**src/rtl/vid_timing_gen.sv**
```systemverilog
// Video timing generator for four fixed display modes, with a configurable output delay line.
// Optional FIFO-underflow monitor is enabled by defining VTG_UNDERFLOW_EN.
module vid_timing_gen #(
    parameter int CNT_W   = 12,
    parameter int OUT_DLY = 1
) (
    input  logic             pclk,
    input  logic             rst,
    input  logic [1:0]       mode,
    input  logic             enable,
    input  logic             rd_fifo_empty,
    output logic             hs,
    output logic             vs,
    output logic             de,
    output logic             polarity,
    output logic [CNT_W-1:0] hcnt,
    output logic [CNT_W-1:0] vcnt,
    output logic             frame_start,
    output logic             line_start,
    output logic             underflow,
    output logic [15:0]      underflow_cnt
);

    // Sync windows are stored as [beg, end) so every compare is a plain CNT_W-bit compare.
    typedef struct packed {
        logic [CNT_W-1:0] htot;
        logic [CNT_W-1:0] hact;
        logic [CNT_W-1:0] hs_beg;
        logic [CNT_W-1:0] hs_end;
        logic [CNT_W-1:0] vtot;
        logic [CNT_W-1:0] vact;
        logic [CNT_W-1:0] vs_beg;
        logic [CNT_W-1:0] vs_end;
        logic             pol;
    } timing_t;

    typedef struct packed {
        logic de;
        logic hs;
        logic vs;
        logic pol;
        logic fs;
        logic ls;
    } stage_t;

    function automatic timing_t mode_timing(input logic [1:0] m);
        timing_t t;
        case (m)
            2'd1:    t = '{htot: CNT_W'(1344), hact: CNT_W'(1024), hs_beg: CNT_W'(1048), hs_end: CNT_W'(1184),
                           vtot: CNT_W'(806),  vact: CNT_W'(768),  vs_beg: CNT_W'(771),  vs_end: CNT_W'(777),
                           pol: 1'b0};
            2'd2:    t = '{htot: CNT_W'(2200), hact: CNT_W'(1920), hs_beg: CNT_W'(2008), hs_end: CNT_W'(2052),
                           vtot: CNT_W'(1125), vact: CNT_W'(1080), vs_beg: CNT_W'(1084), vs_end: CNT_W'(1089),
                           pol: 1'b1};
            2'd3:    t = '{htot: CNT_W'(1650), hact: CNT_W'(1280), hs_beg: CNT_W'(1390), hs_end: CNT_W'(1430),
                           vtot: CNT_W'(750),  vact: CNT_W'(720),  vs_beg: CNT_W'(725),  vs_end: CNT_W'(730),
                           pol: 1'b1};
            default: t = '{htot: CNT_W'(1904), hact: CNT_W'(1440), hs_beg: CNT_W'(1520), hs_end: CNT_W'(1672),
                           vtot: CNT_W'(934),  vact: CNT_W'(900),  vs_beg: CNT_W'(903),  vs_end: CNT_W'(909),
                           pol: 1'b0};
        endcase
        return t;
    endfunction

    function automatic logic mode_pol(input logic [1:0] m);
        timing_t t;
        t = mode_timing(m);
        return t.pol;
    endfunction

    logic [CNT_W-1:0] hcnt_q, hcnt_d, vcnt_q, vcnt_d;
    logic [1:0]       mode_q, mode_d, cur_mode;
    logic             en_q, rise, h_last, v_last, frame_last;
    timing_t          tm;
    stage_t           raw, rst_stage, out_s;
    stage_t           dly_q [OUT_DLY];

    always_comb begin
        rise       = enable & ~en_q;
        cur_mode   = rise ? mode : mode_q;
        tm         = mode_timing(cur_mode);
        h_last     = (hcnt_q == tm.htot - CNT_W'(1));
        v_last     = (vcnt_q == tm.vtot - CNT_W'(1));
        frame_last = enable & h_last & v_last;

        hcnt_d = '0;
        vcnt_d = '0;
        mode_d = mode_q;
        if (enable) begin
            if (h_last) begin
                vcnt_d = v_last ? '0 : vcnt_q + CNT_W'(1);
            end else begin
                hcnt_d = hcnt_q + CNT_W'(1);
                vcnt_d = vcnt_q;
            end
            if (rise || frame_last) mode_d = mode;
        end

        raw    = '0;
        raw.de = enable & (hcnt_q < tm.hact) & (vcnt_q < tm.vact);
        raw.hs = enable & (hcnt_q >= tm.hs_beg) & (hcnt_q < tm.hs_end);
        raw.vs = enable & (vcnt_q >= tm.vs_beg) & (vcnt_q < tm.vs_end);
        raw.fs = enable & (hcnt_q == '0) & (vcnt_q == '0);
        raw.ls = enable & (hcnt_q == '0) & (vcnt_q < tm.vact);
        // On the last pixel of a frame the incoming mode's polarity is already shown.
        raw.pol = frame_last ? mode_pol(mode) : tm.pol;

        rst_stage     = '0;
        rst_stage.pol = mode_pol(mode);
    end

    always_ff @(posedge pclk) begin
        if (rst) begin
            hcnt_q <= '0;
            vcnt_q <= '0;
            mode_q <= mode;
            en_q   <= 1'b0;
        end else begin
            hcnt_q <= hcnt_d;
            vcnt_q <= vcnt_d;
            mode_q <= mode_d;
            en_q   <= enable;
        end
    end

    // Output delay line: sync flags travel as active-sense bits next to their polarity.
    always_ff @(posedge pclk) begin
        if (rst) begin
            for (int i = 0; i < OUT_DLY; i++) dly_q[i] <= rst_stage;
        end else begin
            dly_q[0] <= raw;
            for (int i = 1; i < OUT_DLY; i++) dly_q[i] <= dly_q[i-1];
        end
    end

    assign out_s       = dly_q[OUT_DLY-1];
    assign de          = out_s.de;
    assign polarity    = out_s.pol;
    assign hs          = ~(out_s.hs ^ out_s.pol);
    assign vs          = ~(out_s.vs ^ out_s.pol);
    assign frame_start = out_s.fs;
    assign line_start  = out_s.ls;
    assign hcnt        = hcnt_q;
    assign vcnt        = vcnt_q;

`ifdef VTG_UNDERFLOW_EN
    logic        uf_q, uf_d, uf_hit;
    logic [15:0] ufc_q, ufc_d;

    always_comb begin
        uf_hit = out_s.de & rd_fifo_empty;
        if (out_s.fs) begin
            uf_d  = uf_hit;
            ufc_d = {15'd0, uf_hit};
        end else begin
            uf_d  = uf_q | uf_hit;
            ufc_d = (uf_hit && ufc_q != 16'hFFFF) ? ufc_q + 16'd1 : ufc_q;
        end
    end

    always_ff @(posedge pclk) begin
        if (rst) begin
            uf_q  <= 1'b0;
            ufc_q <= '0;
        end else begin
            uf_q  <= uf_d;
            ufc_q <= ufc_d;
        end
    end

    assign underflow     = uf_q;
    assign underflow_cnt = ufc_q;
`else
    logic unused_fifo_empty;
    assign unused_fifo_empty = rd_fifo_empty;
    assign underflow         = 1'b0;
    assign underflow_cnt     = '0;
`endif

endmodule

```
**config.mk**
```make
export PLATFORM = sky130hd
export DESIGN_NAME = vid_timing_gen
export DESIGN_NICKNAME = d
export VERILOG_FILES = /design/src/rtl/vid_timing_gen.sv
export SDC_FILE = /design/constraint.sdc
export NUM_CORES = 1
export LEC_CHECK = 0
export BUFFER_PORTS_ARGS = -buffer_cell sky130_fd_sc_hd__buf_4
export CAP_MARGIN = 10
export CORE_UTILIZATION = 55
export CTS_CLUSTER_SIZE = 14
export DETAILED_ROUTE_END_ITERATION = 7
export HOLD_SLACK_MARGIN = 0.05
export PLACE_DENSITY = 0.79
export SETUP_SLACK_MARGIN = 0.3
export SKIP_LAST_GASP = 1
export SYNTH_ARGS = -nofsm -noshare
export SYNTH_HDL_FRONTEND = slang
export SYNTH_SLANG_ARGS = --single-unit
```
**constraint.sdc**
```tcl
create_clock -name pclk -period 9.1 [get_ports pclk]
set_input_delay 0.91 -clock pclk [delete_from_list [all_inputs] [get_ports pclk]]
set_output_delay 0.91 -clock pclk [all_outputs]
set_load 0.03 [all_outputs]
```
==> parameters.txt, run 1 <==
Parameter                              Value

STA
  Final critical-path required period ... 3986 ps
  Final setup violating endpoints ... 0
  Aggregate negative setup slack ... 0 ps
  Worst slew pin tran ... 968.2 ps
  Slew Limit Fails ... 0
  Relative max-transition margin ... 35.45%
  Clk_skew ... 11.21 ps
  Final period util ... 43.80%
  Count of final hold-check violations ... 0
  F_max ... 250.9 MHz
  RSZ-0062 raised after global routing ... false
  Worst setup margin ... 5114 ps

Synth
  Adder-Cell Fraction of Synth Area ... 19.86%
  Biggest area contributors in the synthesized netlist ... sky130_fd_sc_hd__dfxtp_1 (22%), sky130_fd_sc_hd__ha_1 (20%), sky130_fd_sc_hd__buf_4 (4.8%)
  Parity-gate share of the synthesized area counting xor and xnor cells ... 4.634%
  Flops & latches, synth ... 33
  Dominant cell type by area after synthesis ... sky130_fd_sc_hd__dfxtp_1
  Portion of synthesized cell area occupied by the leading cell type ... 21.89%
  Number of warnings reported in the yosys synthesis log ... 0
  Distinct cell type count of the synthesized netlist ... 59
  Main flop type after synthesis ... sky130_fd_sc_hd__dfxtp_1
  Post-synthesis share of cell area spent on and, or, nand and nor gates ... 23.04%
  Sequential fraction of the synthesis area ... 24.01%
  Cells after synthesis ... 322
  EDFF count, synth ... 2
  Multiplexer share of the synthesized area ... 3.045%
  Async set or reset register ratio after synthesis ... 0%
  Synthesized area per cell ... 8.805 sq um
  Netlist area before placement ... 2835 sq um
  Largest family of logic cells by synthesized area ... simple AND/OR/NAND/NOR gates
  Complex-gate fraction of the synthesized area ... 16.81%

Pwr
  Ratio of total power to cell area ... 107.7 nW/um^2
  Fraction of power consumed by combinational cells ... 21.9%
  Part of the power in registers ... 44.3%
  Int Power ... 0.2267 mW
  Power dissipated by switching net loads ... 0.1123 mW
  P_leak ... 1.362 nW
  Switching Fraction ... 33.13%
  Proportion of power drawn by the clock network ... 33.8%
  Peak supply drop ... 0.07675 mV

Clocking
  Clock latency reported for the late side of the worst-skew pair ... 300 ps
  Clock root buffer master ... sky130_fd_sc_hd__clkbuf_8
  Post-CTS clock slew at the launch and capture registers of the worst setup and hold paths ... 80 ps
  Deepest clock path buffer count ... 2
  Post-cts resize count ... 0
  Post-cts hold buffer count ... 0
  Total setup buffers inserted after CTS ... 0
  CTS tree ... done
  Number of CTS-inserted buffers ... 5
  Clock H-tree levels ... 2
  # clock sinks ... 33

Status
  Run status ... completed

Route
  Drt total wl ... 6826 microns
  Mean number of vias per cell ... 5.993
  Vias ... 2517
  Iteration-0 DRC Markers ... 185
  Detailed-routing iteration count for the pre-antenna-repair pass ... 4
  Mean routed wirelength per cell ... 16.25 microns
  Post-DRT Antenna Nets ... 0
  Residual DRC ... 0

Setup path
  Endpoint kind of the worst setup timing path ... flip-flop
  Category of the most critical setup path ... in2reg
  Register-to-register setup slack ... 5460 ps
  R2R cell count ... 11
  Required time at the worst-slack endpoint ... 9290 ps
  Data arrival time of the worst path ... 4180 ps
  FF-to-FF End ... dly_q[0][2]
  Cell depth of the worst setup path ... 12
  CP startpoint kind ... primary input
  Worst stage delay on the critical path ... 430 ps
  Cell with the largest stage delay on the worst path ... sky130_fd_sc_hd__and2_1
  Critical path buffer and inverter count ... 3
  Launch instance of the worst register-to-register path ... en_q
  Maximum fanout encountered on the critical timing path ... 8
  Cells traversed along the worst timing path ... buf_4 -> nand2b_4 -> mux2_2 -> inv_1 -> ha_1 -> inv_1 -> ha_1 -> nand4b_4 -> nor4_2 -> and2_1 -> a41oi_1 -> mux2_2
  Category of cells accounting for the largest share of critical-path delay ... simple AND/OR/NAND/NOR gates
  End point of the critical path ... dly_q[0][2]
  Launch point of the critical path ... enable

Finish
  Cell Count, Final, Fillers Out ... 420
  Layout Cell Area excl Fill ... 3148 sq um
  Share of cells above drive strength 1 ... 15.58%
  Register cell area after layout ... 680.7 sq um
  Ant diodes ... 0
  Layout Nets ... 403
  Area of the multi-input gates ... 1974 sq um
  Layout filler cell count ... 412
  Area Growth Syn to Fin ... 11.03%

Global route
  GRT Overall Usage ... 26.57%
  Largest net degree at the start of global routing ... 28
  Antenna violations before repair ... 0
  Congestion Overflow GR ... 0
  Number of global-route vias before repair ... 2266
  Wire length of the first global-routing pass ... 10910 microns

Floorplanning
  Core Region ... 4848 sq um
  Die Outline Area ... 5446 sq um
  Die boundary height ... 73.80 microns
  Number of core rows ... 25
  Initial Utilization ... 58.48%
  Num ports ... 53
  Die boundary width ... 73.80 microns

Placed design
  Count of buffers inserted at the top-level ports ... 34
  Instance area after placement ... 3062 sq um
  Placer's final routability congestion estimate ... 0.9504
  Total placed cells including tap cells ... 412
  Pre-CTS setup slack ... 4874 ps
  Total half-perimeter wirelength after legalization and detailed placement ... 4975 microns

Run
  Maxcap violations ... 0

Worst hold path
  Min-Delay Path Class ... reg2reg
==> how the worst min path moves through the flow <==
stage | end | depth (start not counted) | slack, ps | start
global route | vcnt[0] | 2 | 600 | vcnt[0]
global placement | vcnt[0] | 2 | 540 | vcnt[0]
detailed placement | vcnt[0] | 2 | 540 | vcnt[0]
finish | vcnt[0] | 2 | 570 | vcnt[0]
floorplan | mode_q[0] | 2 | 590 | en_q
CTS | vcnt[0] | 2 | 560 | vcnt[0]
==> registers in the layout (all words and copies together), names as in the netlist <==
signal	flops
dly_q	6
en_q	1
mode_q	2
vcnt	12
hcnt	12
==> kinds of logic (layout without fill, tap and decap cells) <==
family,count (synthesis),count (layout)
other cells,1,17
compound gates,67,67
fa+ha+maj,45,45
flops,33,33
xor+xnor,15,15
buf+inv,45,60
mux,6,6
simple gates,110,110
==> worst register-to-register path, stage by stage (launching register included) <==
cell	delay [ps]
sky130_fd_sc_hd__dfxtp_1	340
sky130_fd_sc_hd__nand2b_4	140
sky130_fd_sc_hd__mux2_2	390
sky130_fd_sc_hd__inv_1	120
sky130_fd_sc_hd__ha_1	370
sky130_fd_sc_hd__inv_1	250
sky130_fd_sc_hd__ha_1	420
sky130_fd_sc_hd__nand4b_4	140
sky130_fd_sc_hd__nor4_2	380
sky130_fd_sc_hd__and2_1	430
sky130_fd_sc_hd__a41oi_1	210
sky130_fd_sc_hd__mux2_2	330
==> synthesized netlist by cell type, drive strengths merged, types with 3 or more instances <==
cell / number
o21a: 4
a21oi: 10
and2: 3
clkbuf: 5
a21o: 3
nor4: 7
nor2: 14
nand4: 7
o211ai: 9
buf: 22
nand3: 11
ha: 45
nand2: 15
inv: 18
nor3b: 5
xor2: 6
xnor2: 9
nor3: 19
dfxtp: 31
nor2b: 4
o31ai: 3
o22ai: 3
mux2: 5
a32o: 7
and3: 6
o21ai: 12
nand2b: 4
a211oi: 5
==> through the flow <==
step / utilization [%] / total power, mW / hold WS (ps)
floorplan: - / 0.2147 / 589.5
global placement: 63.15 / 0.2248 / 541.6
detailed placement: 63.15 / 0.2268 / 541.0
CTS: 64.93 / 0.3400 / 556.5
global route: 64.93 / 0.3540 / 604.5
finish: 64.93 / 0.3390 / 566.7
==> cell type report <==
class / count / share of cell area, %
multi-input cells: 260 / 62.72
well taps: 67 / 2.663
repair buffers: 34 / 8.108
flip-flops and latches: 33 / 21.62
clock buffers: 5 / 2.186
clock inverters: 3 / 0.5564
inverters: 18 / 2.146
==> power by group through the flow <==
| stage | Clock (mW) | Combinational [mW] | Sequential [mW] |
|---|---|---|---|
| after global routing | 0.123 | 0.0808 | 0.150 |
| after floorplan | 0 | 0.0581 | 0.157 |
| after CTS | 0.116 | 0.0735 | 0.150 |
| final | 0.115 | 0.0741 | 0.150 |
| after global placement | 0 | 0.0712 | 0.154 |
| after detailed placement | 0 | 0.0731 | 0.154 |
==> cell usage in the layout, fill, tap and decap left out, types with 3 or more instances in the layout <==
master,instances
sky130_fd_sc_hd__nor2b_1,4
sky130_fd_sc_hd__o31ai_1,3
sky130_fd_sc_hd__and2_1,3
sky130_fd_sc_hd__a211oi_1,5
sky130_fd_sc_hd__nand2b_1,3
sky130_fd_sc_hd__nand3_1,11
sky130_fd_sc_hd__buf_4,34
sky130_fd_sc_hd__nor3_1,18
sky130_fd_sc_hd__inv_1,18
sky130_fd_sc_hd__xor2_1,6
sky130_fd_sc_hd__nand2_1,15
sky130_fd_sc_hd__nor2_1,14
sky130_fd_sc_hd__a21oi_1,10
sky130_fd_sc_hd__ha_1,45
sky130_fd_sc_hd__xnor2_1,9
sky130_fd_sc_hd__a32o_1,7
sky130_fd_sc_hd__o211ai_1,9
sky130_fd_sc_hd__dfxtp_1,31
sky130_fd_sc_hd__o22ai_1,3
sky130_fd_sc_hd__o21ai_0,12
sky130_fd_sc_hd__nor3b_1,5
sky130_fd_sc_hd__nor4_1,6
sky130_fd_sc_hd__clkbuf_8,5
sky130_fd_sc_hd__and3_1,6
sky130_fd_sc_hd__mux2_2,3
sky130_fd_sc_hd__nand4_1,7
sky130_fd_sc_hd__conb_1,17
sky130_fd_sc_hd__o21a_1,4
==> layer usage <==
metal | share of wire [%] | up-vias | GRT usage (%)
met1 | 46 | 1183 | 36.33
li1 | - | 1229 | -
met4 | 1.3 | 0 | 8.547
met3 | 5.8 | 11 | 5.075
met2 | 47 | 94 | 41.90
met5 | 0 | - | 0
No activity file was read; power rests on OpenSTA's default activity.
==> run 2, diff against run 1 <==
==> constraint.sdc (replaced) <==
create_clock -name pclk -period 4.15 [get_ports pclk]
set_input_delay 0.415 -clock pclk [delete_from_list [all_inputs] [get_ports pclk]]
set_output_delay 0.415 -clock pclk [all_outputs]
set_load 0.03 [all_outputs]
==> run 2 against run 1 <==
Net effect: global-route usage is 0.76 points higher; non-clock buffer count is 3 higher; sequential share of layout area is 0.25 points lower; clock skew is 6.3 ps lower; sequential power is 120% higher; critical path type is now reg2reg.
==> parameters.txt, run 2 (synthesis gave the netlist of run 1 again) <==
Parameter                              Value

Status
  Run status ... completed

Placed design
  Count of buffers inserted at the top-level ports ... 34
  Total half-perimeter wirelength after legalization and detailed placement ... 5018 microns
  Instance area after placement ... 3084 sq um
  Placer's final routability congestion estimate ... 0.9613

Floorplanning
  Die boundary width ... 73.80 microns
  Num ports ... 53
  Die boundary height ... 73.80 microns
  Die Outline Area ... 5446 sq um
  Number of core rows ... 25
  Initial Utilization ... 58.48%
  Core Region ... 4848 sq um

Setup path
  Required time at the worst-slack endpoint ... 4160 ps
  CP startpoint kind ... flip-flop
  Endpoint kind of the worst setup timing path ... flip-flop
  CP most frequent cell ... sky130_fd_sc_hd__ha_1
  Register-to-register setup slack ... 880 ps
  Cell with the largest stage delay on the worst path ... sky130_fd_sc_hd__or2_2
  Data arrival time of the worst path ... 3290 ps
  Category of the most critical setup path ... reg2reg
  Worst stage delay on the critical path ... 410 ps
  Maximum fanout encountered on the critical timing path ... 9
  Cells traversed along the worst timing path ... nand2b_4 -> mux2_2 -> ha_1 -> inv_1 -> ha_1 -> nor4bb_1 -> nand3_1 -> or2_2 -> o31ai_1 -> a21o_2

Clocking
  Clock latency reported for the late side of the worst-skew pair ... 290 ps
  Post-CTS clock slew at the launch and capture registers of the worst setup and hold paths ... 70 ps
  Total setup buffers inserted after CTS ... 0
  Deepest clock path buffer count ... 2
  Post-cts hold buffer count ... 0
  Number of CTS-inserted buffers ... 5
  Clock H-tree levels ... 2
  CTS tree ... done
  # clock sinks ... 33
  Clock root buffer master ... sky130_fd_sc_hd__clkbuf_8
  Post-cts resize count ... 0

Global route
  Largest net degree at the start of global routing ... 28
  GRT Overall Usage ... 27.34%
  Wire length of the first global-routing pass ... 11210 microns
  Congestion Overflow GR ... 0
  Antenna violations before repair ... 0
  Number of global-route vias before repair ... 2308

Route
  Routed met1 length ... 3103 microns
  Length of routed met3 wiring ... 493 microns
  Detailed-routing iteration count for the pre-antenna-repair pass ... 4
  Iteration-0 DRC Markers ... 187
  Post-DRT Antenna Nets ... 0
  Mean routed wirelength per cell ... 16.33 microns
  Highest metal used ... met4
  WL met2 ... 3198 microns
  Drt total wl ... 6909 microns
  Residual DRC ... 0
  Mean number of vias per cell ... 5.981
  Vias ... 2530

Worst hold path
  Min-Delay Path Class ... in2reg

Run
  Maxcap violations ... 0

Finish
  Share of cells above drive strength 1 ... 16.29%
  Leading cell type in the layout, fill and taps excluded ... sky130_fd_sc_hd__ha_1
  Layout Cell Area excl Fill ... 3186 sq um
  Top library cells by usage in the layout, fill and taps aside ... sky130_fd_sc_hd__ha_1 (45), sky130_fd_sc_hd__buf_4 (37), sky130_fd_sc_hd__dfxtp_1 (31), sky130_fd_sc_hd__inv_1 (18), sky130_fd_sc_hd__nor3_1 (18)
  Area Growth Syn to Fin ... 12.36%
  Layout Nets ... 406
  Ant diodes ... 0

STA
  Final setup violating endpoints ... 0
  Aggregate negative setup slack ... 0 ps
  Worst slew pin tran ... 958.6 ps
  Final critical-path required period ... 3274 ps
  RSZ-0062 raised after global routing ... false
  Clk_skew ... 4.949 ps
  Count of final hold-check violations ... 0
  Final period util ... 78.90%
  Relative max-transition margin ... 36.10%
  Slew Limit Fails ... 0
  F_max ... 305.4 MHz

Pwr
  Peak supply drop ... 0.1810 mV
  Ratio of total power to cell area ... 242.1 nW/um^2
  P_leak ... 1.388 nW
  Int Power ... 0.5324 mW
  Part of the power in registers ... 42.7%
  Fraction of power consumed by combinational cells ... 21.2%
  Proportion of power drawn by the clock network ... 36.0%
  Power dissipated by switching net loads ... 0.2390 mW
  Switching Fraction ... 30.98%
## run 2: cell count changes in the layout (fill, tap and decap cells not counted), sizes merged
| cell | previous run | this run |
|---|---|---|
| buf | 34 | 37 |
| clkbuf | 5 | 7 |
| clkinv | 2 | 1 |
| clkinvlp | 1 | 0 |
## run 2: layout make-up
type | count | area [sq um]
flip-flops and latches | 33 | 680.7
well taps | 67 | 83.83
clock inverters | 1 | 5.005
multi-input cells | 260 | 1974
inverters | 18 | 67.56
clock buffers | 7 | 96.34
fillers | 410 | 1663
repair buffers | 37 | 277.8
## run 2: stage by stage
stage,hold slack (ps),instances,setup WS [ps],power [mW],util (%)
after detailed placement,570.0,415,736.6,0.4982,63.61
after floorplan,513.9,338,1134,0.4708,-
after CTS,310.8,423,897.0,0.7722,65.70
after global routing,300.4,423,645.3,0.8077,65.70
after global placement,541.6,415,748.5,0.4939,63.61
final,317.5,423,875.7,0.7713,65.70
## run 2: power groups by stage
stage                     Combinational [mW]  Sequential (mW)  Clock (mW)
after floorplan                        0.128            0.343           0
after global placement                 0.157            0.337           0
after detailed placement               0.161            0.337           0
after CTS                              0.162            0.330       0.280
after global routing                   0.180            0.330       0.298
final                                  0.164            0.330       0.278
## run 2: critical path, delay by kind of cell, from the launching register on
kind,cells,cell delay (ps)
and+or+nand+nor,4,980
adders and majority gates,2,590
buffers and inverters,1,230
muxes,1,390
AOI/OAI and AO/OA,2,470
DFF,1,330
## run 2: path summary, 6_finish.rpt
path | from | endpoint | cells after the start
hold / removal | mode[0] | mode_q[0] | 1
setup reg to reg | en_q | mode_q[0] | 10
setup / recovery | en_q | mode_q[0] | 10
hold reg to reg | vcnt[11] | vcnt[11] | 2
## run 2: metal layers
metal | vias to the layer above | GRT usage [%]
met3 | 12 | 5.350
met4 | 0 | 9.188
li1 | 1239 | -
met1 | 1182 | 37.35
met5 | - | 0
met2 | 97 | 42.81
==> run 3, diff against run 2 <==
==> constraint.sdc (replaced) <==
create_clock -name pclk -period 3.31 [get_ports pclk]
set_input_delay 0.331 -clock pclk [delete_from_list [all_inputs] [get_ports pclk]]
set_output_delay 0.331 -clock pclk [all_outputs]
set_load 0.03 [all_outputs]
==> run 3 against run 2 <==
Net effect: critical path depth is 2 higher; total power is 31% higher; cell area is 4.3% higher; maximum frequency is 14% higher; hold slack worse by 89 ps; sequential share of layout area is 0.85 points lower; critical path type unchanged; highest routed layer unchanged.
==> parameters.txt, run 3 (synthesis gave the netlist of run 1 again) <==
Parameter                              Value

Status
  Run status ... completed

Route
  Routed met1 length ... 3205 microns
  Residual DRC ... 0
  WL met2 ... 3432 microns
  Detailed-routing iteration count for the pre-antenna-repair pass ... 5
  Iteration-0 DRC Markers ... 223
  Mean routed wirelength per cell ... 16.55 microns
  Highest metal used ... met4
  Mean number of vias per cell ... 6.095
  Drt total wl ... 7150 microns
  Length of routed met3 wiring ... 490 microns
  Post-DRT Antenna Nets ... 0
  Vias ... 2633

Pwr
  Fraction of power consumed by combinational cells ... 22.3%
  Ratio of total power to cell area ... 304.5 nW/um^2
  Int Power ... 0.7068 mW
  P_leak ... 1.443 nW
  Power dissipated by switching net loads ... 0.3049 mW
  Peak supply drop ... 0.2419 mV
  Post-layout power ... 1.012 mW
  Proportion of power drawn by the clock network ... 36.9%
  Part of the power in registers ... 40.9%
  Switching Fraction ... 30.14%

Setup path
  Required time at the worst-slack endpoint ... 3320 ps
  Maximum fanout encountered on the critical timing path ... 7
  CP startpoint kind ... flip-flop
  Worst stage delay on the critical path ... 370 ps
  Cells traversed along the worst timing path ... nand2b_4 -> mux2_4 -> inv_4 -> ha_4 -> inv_2 -> buf_6 -> ha_1 -> nand4b_1 -> nor4_4 -> nand2_2 -> o31ai_2 -> a21o_2
  Cell with the largest stage delay on the worst path ... sky130_fd_sc_hd__nor4_4
  Launch point of the critical path ... en_q
  R2R cell count ... 12
  Register-to-register setup slack ... 450 ps
  Data arrival time of the worst path ... 2870 ps
  Launch instance of the worst register-to-register path ... en_q
  Endpoint kind of the worst setup timing path ... flip-flop
  FF-to-FF End ... mode_q[1]
  Category of the most critical setup path ... reg2reg
  End point of the critical path ... mode_q[1]

Clocking
  Number of CTS-inserted buffers ... 5
  Clock H-tree levels ... 2
  CTS tree ... done
  Post-cts hold buffer count ... 0
  # clock sinks ... 33
  Deepest clock path buffer count ... 2
  Post-CTS clock slew at the launch and capture registers of the worst setup and hold paths ... 70 ps
  Clock latency reported for the late side of the worst-skew pair ... 290 ps
  Clock root buffer master ... sky130_fd_sc_hd__clkbuf_8

Worst hold path
  Min-Delay Path Class ... in2reg
  Hold Path Cell Cnt ... 1

STA
  Final critical-path required period ... 2863 ps
  Slew Limit Fails ... 0
  RSZ-0062 raised after global routing ... false
  Final period util ... 86.51%
  Hold Worst Slack ... 228.7 ps
  F_max ... 349.2 MHz
  Count of final hold-check violations ... 0
  Final setup violating endpoints ... 0
  Aggregate negative setup slack ... 0 ps
  Clk_skew ... 7.145 ps

Floorplanning
  Number of core rows ... 25
  Die boundary height ... 73.80 microns
  Core Region ... 4848 sq um
  Die Outline Area ... 5446 sq um
  Num ports ... 53
  Die boundary width ... 73.80 microns
  Initial Utilization ... 58.48%

Finish
  Leading cell type in the layout, fill and taps excluded ... sky130_fd_sc_hd__buf_4
  Area Growth Syn to Fin ... 17.21%
  Top library cells by usage in the layout, fill and taps aside ... sky130_fd_sc_hd__buf_4 (44), sky130_fd_sc_hd__ha_1 (43), sky130_fd_sc_hd__dfxtp_1 (30), sky130_fd_sc_hd__nor3_1 (18), sky130_fd_sc_hd__conb_1 (17)
  Layout Nets ... 415
  Share of cells above drive strength 1 ... 20.27%
  Ant diodes ... 0
  Final core area utilization ... 68.54%

Global route
  Antenna violations before repair ... 0
  Largest net degree at the start of global routing ... 27
  Congestion Overflow GR ... 0
  Number of global-route vias before repair ... 2353
  GRT Overall Usage ... 27.29%
  Wire length of the first global-routing pass ... 11430 microns

Run
  Maxcap violations ... 0

Placed design
  Count of buffers inserted at the top-level ports ... 34
  Total half-perimeter wirelength after legalization and detailed placement ... 5169 microns
  Placer's final routability congestion estimate ... 0.9207
==> run 3: worst max-delay path: cells and delay by family (launching register included) <==
kind,cells,cell delay (ps)
AND/OR/NAND/NOR,4,800
AO/OA/AOI/OAI,2,410
flip-flops,1,320
multiplexers,1,350
buffers and inverters,3,260
adder cells (fa/ha/maj),2,420
==> run 3: timing repair <==
item,4_1_cts,5_1_grt
gates cloned,0,0
pin swaps,0,4
endpoints found under the hold margin,0,0
buffers inserted,0,2
setup endpoints to repair,11,12
resized for setup,3,11
==> run 3: worst min path at each step <==
| stage | startpoint | endpoint | slack, ps |
|---|---|---|---|
| 4_1_cts | mode[0] | mode_q[0] | 220 |
| 5_1_grt | mode[0] | mode_q[0] | 220 |
| 3_5_place_dp | mode[0] | mode_q[0] | 520 |
| 6_report | mode[0] | mode_q[0] | 230 |
| 2_1_floorplan | mode[0] | mode_q[0] | 430 |
| 3_3_place_gp | mode[0] | mode_q[0] | 520 |
==> run 3: final cells by class <==
| class | instances | area, sq um |
|---|---|---|
| tap | 67 | 83.83 |
| clock buffer | 8 | 111.4 |
| fill | 402 | 1525 |
| timing repair buffer | 46 | 361.6 |
| sequential | 33 | 681.9 |
| inverter | 18 | 70.07 |
| multi-input combinational | 260 | 2014 |
==> run 3: power groups by stage <==
stage          clock network [mW]  logic, mW  registers (mW)
2_1_floorplan                   0      0.160           0.430
3_3_place_gp                    0      0.203           0.422
3_5_place_dp                    0      0.209           0.423
4_1_cts                     0.380      0.213           0.413
5_1_grt                     0.400      0.245           0.414
6_report                    0.373      0.225           0.413
==> run 3: per-layer routing <==
| metal | up-vias | track usage (%) |
|---|---|---|
| li1 | 1256 | - |
| met1 | 1273 | 38.17 |
| met2 | 100 | 45.26 |
| met3 | 4 | 3.704 |
| met4 | 0 | 4.274 |
| met5 | - | 0 |
==> run 3: per-stage QoR <==
step | std cells | area (sq um) | worst slack, ps
5_1_grt | 432 | 3323 | 328.9
3_3_place_gp | 422 | 3149 | 191.2
4_1_cts | 430 | 3274 | 279.3
6_report | 432 | 3323 | 446.5
3_5_place_dp | 422 | 3149 | 113.8
2_1_floorplan | 338 | 2895 | 335.7
